File: src/rtl/regfile_pkg.sv
// rtl/regfile_pkg.sv - shared register-file constants for the writeback arbiter
package regfile_pkg;

  localparam int DATA_W   = 16;
  localparam int ADDR_W   = 3;
  localparam int NUM_REGS = 8;

  localparam logic [ADDR_W-1:0] REG_ZERO = 3'd0;

  localparam int REQ_ALU  = 0;
  localparam int REQ_LOAD = 1;
  localparam int REQ_IMM  = 2;

  typedef logic [ADDR_W-1:0] reg_addr_t;
  typedef logic [DATA_W-1:0] reg_data_t;

endpackage

File: src/rtl/regfile_wb_arbiter_if.sv
// rtl/regfile_wb_arbiter_if.sv - writeback requester bundle (valid/ready, packed dest/data, hold)
interface regfile_wb_arbiter_if #(
  parameter int NUM_REQ = 3,
  parameter int DATA_W  = regfile_pkg::DATA_W,
  parameter int ADDR_W  = regfile_pkg::ADDR_W
);

  logic                      wb_hold;
  logic [NUM_REQ-1:0]        req_valid;
  logic [NUM_REQ*ADDR_W-1:0] req_dest;
  logic [NUM_REQ*DATA_W-1:0] req_data;
  logic [NUM_REQ-1:0]        req_ready;

  modport master (
    output wb_hold, req_valid, req_dest, req_data,
    input  req_ready
  );

  modport slave (
    input  wb_hold, req_valid, req_dest, req_data,
    output req_ready
  );

endinterface

File: src/rtl/regfile_wb_arbiter_rr_arbiter.sv
// rtl/regfile_wb_arbiter_rr_arbiter.sv - round-robin one-hot grant with hold and pointer state
module rr_arbiter #(
  parameter int NUM_REQ = 3,
  parameter int IDX_W   = $clog2(NUM_REQ)
) (
  input  logic               clk,
  input  logic               rst_n,
  input  logic [NUM_REQ-1:0] req,
  input  logic               hold,
  output logic [NUM_REQ-1:0] grant,
  output logic [IDX_W-1:0]   grant_idx
);

  logic [IDX_W-1:0]   r_ptr;
  logic [NUM_REQ-1:0] w_grant;
  logic [IDX_W-1:0]   w_grant_idx;
  logic [IDX_W-1:0]   w_cand;
  logic               w_found;

  // Scan from r_ptr upward, wrapping; no grant at all while held or in reset.
  always_comb begin
    w_grant     = '0;
    w_grant_idx = '0;
    w_cand      = '0;
    w_found     = 1'b0;
    for (int k = 0; k < NUM_REQ; k++) begin
      if (int'(r_ptr) + k >= NUM_REQ) begin
        w_cand = IDX_W'(int'(r_ptr) + k - NUM_REQ);
      end else begin
        w_cand = IDX_W'(int'(r_ptr) + k);
      end
      if (!w_found && req[w_cand] && !hold && rst_n) begin
        w_found        = 1'b1;
        w_grant[w_cand] = 1'b1;
        w_grant_idx    = w_cand;
      end
    end
  end

  always_ff @(posedge clk) begin
    if (!rst_n) begin
      r_ptr <= '0;
    end else if (w_found) begin
      r_ptr <= (int'(w_grant_idx) == NUM_REQ - 1) ? '0 : w_grant_idx + 1'b1;
    end
  end

  assign grant     = w_grant;
  assign grant_idx = w_grant_idx;

endmodule

File: src/rtl/regfile_wb_arbiter.sv
// rtl/regfile_wb_arbiter.sv - writeback arbiter onto the 8x16 regfile write port, r0 writes dropped
// Optional bypass compare ports built when WB_ARB_BYPASS_EN is defined.
module regfile_wb_arbiter #(
  parameter int NUM_REQ = 3,
  parameter int DATA_W  = regfile_pkg::DATA_W,
  parameter int ADDR_W  = regfile_pkg::ADDR_W
) (
  input  logic                 clk,
  input  logic                 rst_n,
  regfile_wb_arbiter_if.slave  wb,
  output logic                 reg_write_en,
  output logic [ADDR_W-1:0]    reg_write_dest,
  output logic [DATA_W-1:0]    reg_write_data,
  output logic                 dropped_r0
`ifdef WB_ARB_BYPASS_EN
  ,
  input  logic [ADDR_W-1:0]    byp_addr1,
  input  logic [ADDR_W-1:0]    byp_addr2,
  output logic                 byp_hit1,
  output logic                 byp_hit2,
  output logic [DATA_W-1:0]    byp_data1,
  output logic [DATA_W-1:0]    byp_data2
`endif
);

  import regfile_pkg::*;

  localparam int IDX_W = $clog2(NUM_REQ);

  logic [NUM_REQ-1:0] w_grant;
  logic [IDX_W-1:0]   w_grant_idx;
  logic               w_accept;
  logic [ADDR_W-1:0]  w_dest;
  logic [DATA_W-1:0]  w_data;

  logic               r_wr_en;
  logic [ADDR_W-1:0]  r_wr_dest;
  logic [DATA_W-1:0]  r_wr_data;
  logic               r_dropped;

  rr_arbiter #(
    .NUM_REQ (NUM_REQ),
    .IDX_W   (IDX_W)
  ) u_rr (
    .clk       (clk),
    .rst_n     (rst_n),
    .req       (wb.req_valid),
    .hold      (wb.wb_hold),
    .grant     (w_grant),
    .grant_idx (w_grant_idx)
  );

  assign wb.req_ready = w_grant;
  assign w_accept     = |w_grant;
  assign w_dest       = wb.req_dest[int'(w_grant_idx)*ADDR_W +: ADDR_W];
  assign w_data       = wb.req_data[int'(w_grant_idx)*DATA_W +: DATA_W];

  // An r0 write is consumed (ready given) but never reaches the regfile; dest/data keep last write.
  always_ff @(posedge clk) begin
    if (!rst_n) begin
      r_wr_en   <= 1'b0;
      r_wr_dest <= '0;
      r_wr_data <= '0;
      r_dropped <= 1'b0;
    end else if (w_accept && (w_dest != ADDR_W'(REG_ZERO))) begin
      r_wr_en   <= 1'b1;
      r_wr_dest <= w_dest;
      r_wr_data <= w_data;
      r_dropped <= 1'b0;
    end else begin
      r_wr_en   <= 1'b0;
      r_dropped <= w_accept;
    end
  end

  assign reg_write_en   = r_wr_en;
  assign reg_write_dest = r_wr_dest;
  assign reg_write_data = r_wr_data;
  assign dropped_r0     = r_dropped;

`ifdef WB_ARB_BYPASS_EN
  assign byp_hit1  = r_wr_en && (r_wr_dest == byp_addr1) && (byp_addr1 != ADDR_W'(REG_ZERO));
  assign byp_hit2  = r_wr_en && (r_wr_dest == byp_addr2) && (byp_addr2 != ADDR_W'(REG_ZERO));
  assign byp_data1 = byp_hit1 ? r_wr_data : '0;
  assign byp_data2 = byp_hit2 ? r_wr_data : '0;
`endif

endmodule
File: src/flat_wrapper.sv
// flat-port wrapper written by rule: the top's interface ports become plain ports
module regfile_wb_arbiter_flat import regfile_pkg::*;
#(
  parameter int NUM_REQ = 3,
  parameter int DATA_W  = regfile_pkg::DATA_W,
  parameter int ADDR_W  = regfile_pkg::ADDR_W
)
  (clk, rst_n, reg_write_en, reg_write_dest, reg_write_data, dropped_r0, wb_wb_hold, wb_req_valid, wb_req_dest, wb_req_data, wb_req_ready);
  regfile_wb_arbiter_if #(.NUM_REQ(NUM_REQ), .DATA_W(DATA_W), .ADDR_W(ADDR_W)) wb_i ();
  input  logic clk;
  input  logic rst_n;
  output logic reg_write_en;
  output logic [ADDR_W-1:0] reg_write_dest;
  output logic [DATA_W-1:0] reg_write_data;
  output logic dropped_r0;
  input wire logic [$bits(wb_i.wb_hold)-1:0] wb_wb_hold;
  input wire logic [$bits(wb_i.req_valid)-1:0] wb_req_valid;
  input wire logic [$bits(wb_i.req_dest)-1:0] wb_req_dest;
  input wire logic [$bits(wb_i.req_data)-1:0] wb_req_data;
  output wire logic [$bits(wb_i.req_ready)-1:0] wb_req_ready;
  assign wb_i.wb_hold = wb_wb_hold;
  assign wb_i.req_valid = wb_req_valid;
  assign wb_i.req_dest = wb_req_dest;
  assign wb_i.req_data = wb_req_data;
  assign wb_req_ready = wb_i.req_ready;
  regfile_wb_arbiter #(.NUM_REQ(NUM_REQ), .DATA_W(DATA_W), .ADDR_W(ADDR_W)) u_core (.clk(clk), .rst_n(rst_n), .wb(wb_i), .reg_write_en(reg_write_en), .reg_write_dest(reg_write_dest), .reg_write_data(reg_write_data), .dropped_r0(dropped_r0));
endmodule
File: config.mk
export PLATFORM = sky130hd
export DESIGN_NAME = regfile_wb_arbiter_flat
export DESIGN_NICKNAME = d
export VERILOG_FILES = /design/src/rtl/regfile_pkg.sv /design/src/rtl/regfile_wb_arbiter_if.sv /design/src/rtl/regfile_wb_arbiter_rr_arbiter.sv /design/src/rtl/regfile_wb_arbiter.sv /design/src/flat_wrapper.sv
export SDC_FILE = /design/constraint.sdc
export NUM_CORES = 1
export LEC_CHECK = 0
export BUFFER_PORTS_ARGS = -buffer_cell sky130_fd_sc_hd__buf_2
export CORE_MARGIN = 5
export CORE_UTILIZATION = 45
export CTS_CLUSTER_DIAMETER = 30
export DETAILED_ROUTE_END_ITERATION = 6
export GPL_TIMING_DRIVEN = 1
export PLACE_DENSITY = 0.81
export SYNTH_ARGS = -nofsm -noshare
export SYNTH_HDL_FRONTEND = slang
export SYNTH_SLANG_ARGS = --single-unit
File: constraint.sdc
create_clock -name clk -period 3.4 [get_ports clk]
set_input_delay 0.68 -clock clk [delete_from_list [all_inputs] [get_ports clk]]
set_output_delay 0.68 -clock clk [all_outputs]
set_load 0.01 [all_outputs]
==> reports/summary.txt <==
Setup crit end kind -> primary output
Clock sink count -> 23
Vias in the first global route -> 1610
Hold Path Class -> register to register
Die Y-Extent -> 69.68 um
Arrival time worst endpoint -> 2520 ps
Hold Vio Cnt, Final -> 0
Yosys top cell by area -> dfxtp_1
Num CTS Buffers -> 3
Standby leakage power -> 1.200 nW
Area after DPL -> 2160 um^2
Post-DP HPWL -> 3500 um
IO Pins -> 87
Register area share after synthesis -> 0.2873
Die width -> 69.68 um
Post-synth top area share -> 0.2873
Post-synthesis mux area share -> 0.3279
Wire per inst -> 13.85 um
Number of port buffers -> 86
GRT Residual Overflow -> 0
Syn Area/Cell -> 9.598 um^2
Initial antenna violation count -> 0
XOR/XNOR Fraction of Synth Area -> 0
RSZ-0062 raised after global routing -> no
Clock latency on the worst-skew pair -> 310 ps
Min cycle time layout -> 3203 ps
Kind of critical path -> register to primary output
Number of routed nets with antenna violations -> 0
Cell area after layout -> 2218 um^2
ANT cells -> 0
Via Count -> 1614
Max-Cap Viols -> 0
Initial core utilization -> 0.4729
Setup tns final -> 0 ps
Tot Pwr -> 1.485 mW
Maximum clock insertion buffer count -> 2
RePlAce Congestion -> 0.8834
Critical Path RT -> 2720 ps
Fraction of the mapped netlist area in compound gates -> 0.1608
Rel. slew slack -> 0.5414
CTS tree -> yes
Gr usage total -> 0.1748
Flops & latches, synth -> 23
Largest family of logic cells by synthesized area -> multiplexers
Drt drc -> 0
Final Net Count -> 335
Peak supply drop -> 0.4159 mV
Post-Syn Instances -> 167
CTS clk-pin slew, worst paths -> 130 ps
Dominant cells by area after synthesis -> dfxtp_1 (29%), mux2i_1 (21%), mux2_2 (11%), nand2_1 (4.9%), ha_1 (3.1%)
Pwr Density -> 669.4 nW/um^2
DRT iter0 DRCs -> 107
Die area -> 4855 um^2
Most frequent cell after synthesis -> mux2i_1
Post-synth EDFFs -> 0
Endpoints failing setup -> 0
Core area -> 3390 um^2
Achievable Freq -> 0.3122 GHz
Largest net degree at the start of global routing -> 21
Layout cells sized above 1 -> 0.5131
Fin. max-slew vios -> 0
DRT Wirelength -> 4334 um
Peak fanout along the critical path -> 7
Ys Warns -> 0
Area grow syn2layout -> 38.41%
Rows -> 21
Post-Place Worst Slack -> -72.57 ps
Outcome -> completed
Via-per-instance ratio -> 5.157
Setup Skew -> 12.18 ps
Syn nets -> 234
Slew @ Worst Pin -> 687.9 ps
Synth Area in Simple Gates -> 0.1421
Period utilization -> 0.9420
Drt first pass iters -> 4
CP Launch Type -> register
Ys flop type -> dfxtp_1
H-tree levels -> 1
Root Buffer -> clkbuf_4
First-pass GRT wire length -> 7148 um
Post-synth ARST share -> 0
Top cells by count, synth -> mux2i_1 (33), dfxtp_1 (23), nand2_1 (21)
Synth Area in Adders -> 0.03123
Distinct cells, synth -> 43
Netlist Area Pre-Place -> 1603 um^2
Final setup margin -> 197.1 ps
-- critical path, stage by stage, from the launching register on --
cell and delay (ps):
dfxtp_2 380, inv_1 60, ha_2 330, nand2b_1 160, a22o_1 280, o22ai_4 230
buf_4 170, nor2_2 50, a221o_1 390, buf_2 160
-- registers in the layout (all words and copies together), names as in the netlist --
register               flops
u_core.reg_write_en        1
u_core.u_rr.r_ptr          2
u_core.dropped_r0          1
u_core.reg_write_data     16
u_core.reg_write_dest      3
-- cell usage in the layout (no fill, tap or decap), types with 4 or more instances in the layout --
cell and instances:
a211oi_1 4, buf_2 86, buf_4 17, dfxtp_1 22
inv_1 5, mux2_2 16, mux2i_1 33, nand2_1 21
nand3_1 4, o21ai_0 4
-- area by class of cell --
cell class / instances / area (um^2)
clock buffers: 3 / 22.52
multi-input cells: 131 / 1091
clock inverters: 1 / 5.005
flip-flops and latches: 23 / 461.7
well taps: 46 / 57.56
fillers: 285 / 1171
repair buffers: 103 / 558.0
inverters: 6 / 22.52
-- what timing repair did --
item                                   in CTS  in global routing
gates cloned                                1                  0
setup endpoints to repair                  19                 20
resized for setup                           1                  3
setup buffers                               0                  0
pin swaps                                   1                  1
hold buffers                                0                  0
endpoints found under the hold margin       0                  0
-- report_power, final --
part           switching, mW  internal, mW  total (mW)
clock network         0.0815        0.0439       0.125
registers             0.0623         0.399       0.462
logic                  0.468         0.430       0.898
total                  0.612         0.873        1.48
-- worst paths after layout --
kind / endpoint / depth (start not counted) / slack (ps) / startpoint
min: u_core.reg_write_data[8] / 2 / 470 / u_core.reg_write_data[8]
min reg2reg: u_core.reg_write_data[8] / 2 / 470 / u_core.reg_write_data[8]
max reg2reg: u_core.reg_write_dest[0] / 11 / 270 / u_core.u_rr.r_ptr[0]
max: wb_req_ready[0] / 9 / 200 / u_core.u_rr.r_ptr[0]
-- routing by layer --
metal,wire [um],vias up,GRT usage,part of all wire
li1,-,817,-,-
met1,1675,746,0.1856,0.39
met2,2345,47,0.3432,0.54
met3,275,4,0.04638,0.063
met4,37,0,0.03191,0.0085
met5,0,-,0,0
-- kinds of logic (layout without fill, tap and decap cells) --
family	after synthesis	in the layout
compound gates	30	31
fa+ha+maj	4	4
buf+inv	14	113
flops	23	23
mux	50	50
simple gates	46	46
-- through the flow --
step | utilization | hold slack [ps] | std cells
finish | 0.6545 | 465.6 | 313
global route | 0.6545 | 488.9 | 313
CTS | 0.6515 | 468.2 | 313
detailed placement | 0.6371 | 450.7 | 308
global placement | 0.6371 | 441.1 | 308
floorplan | - | 482.7 | 167
Power figures use the tool's default switching activity.
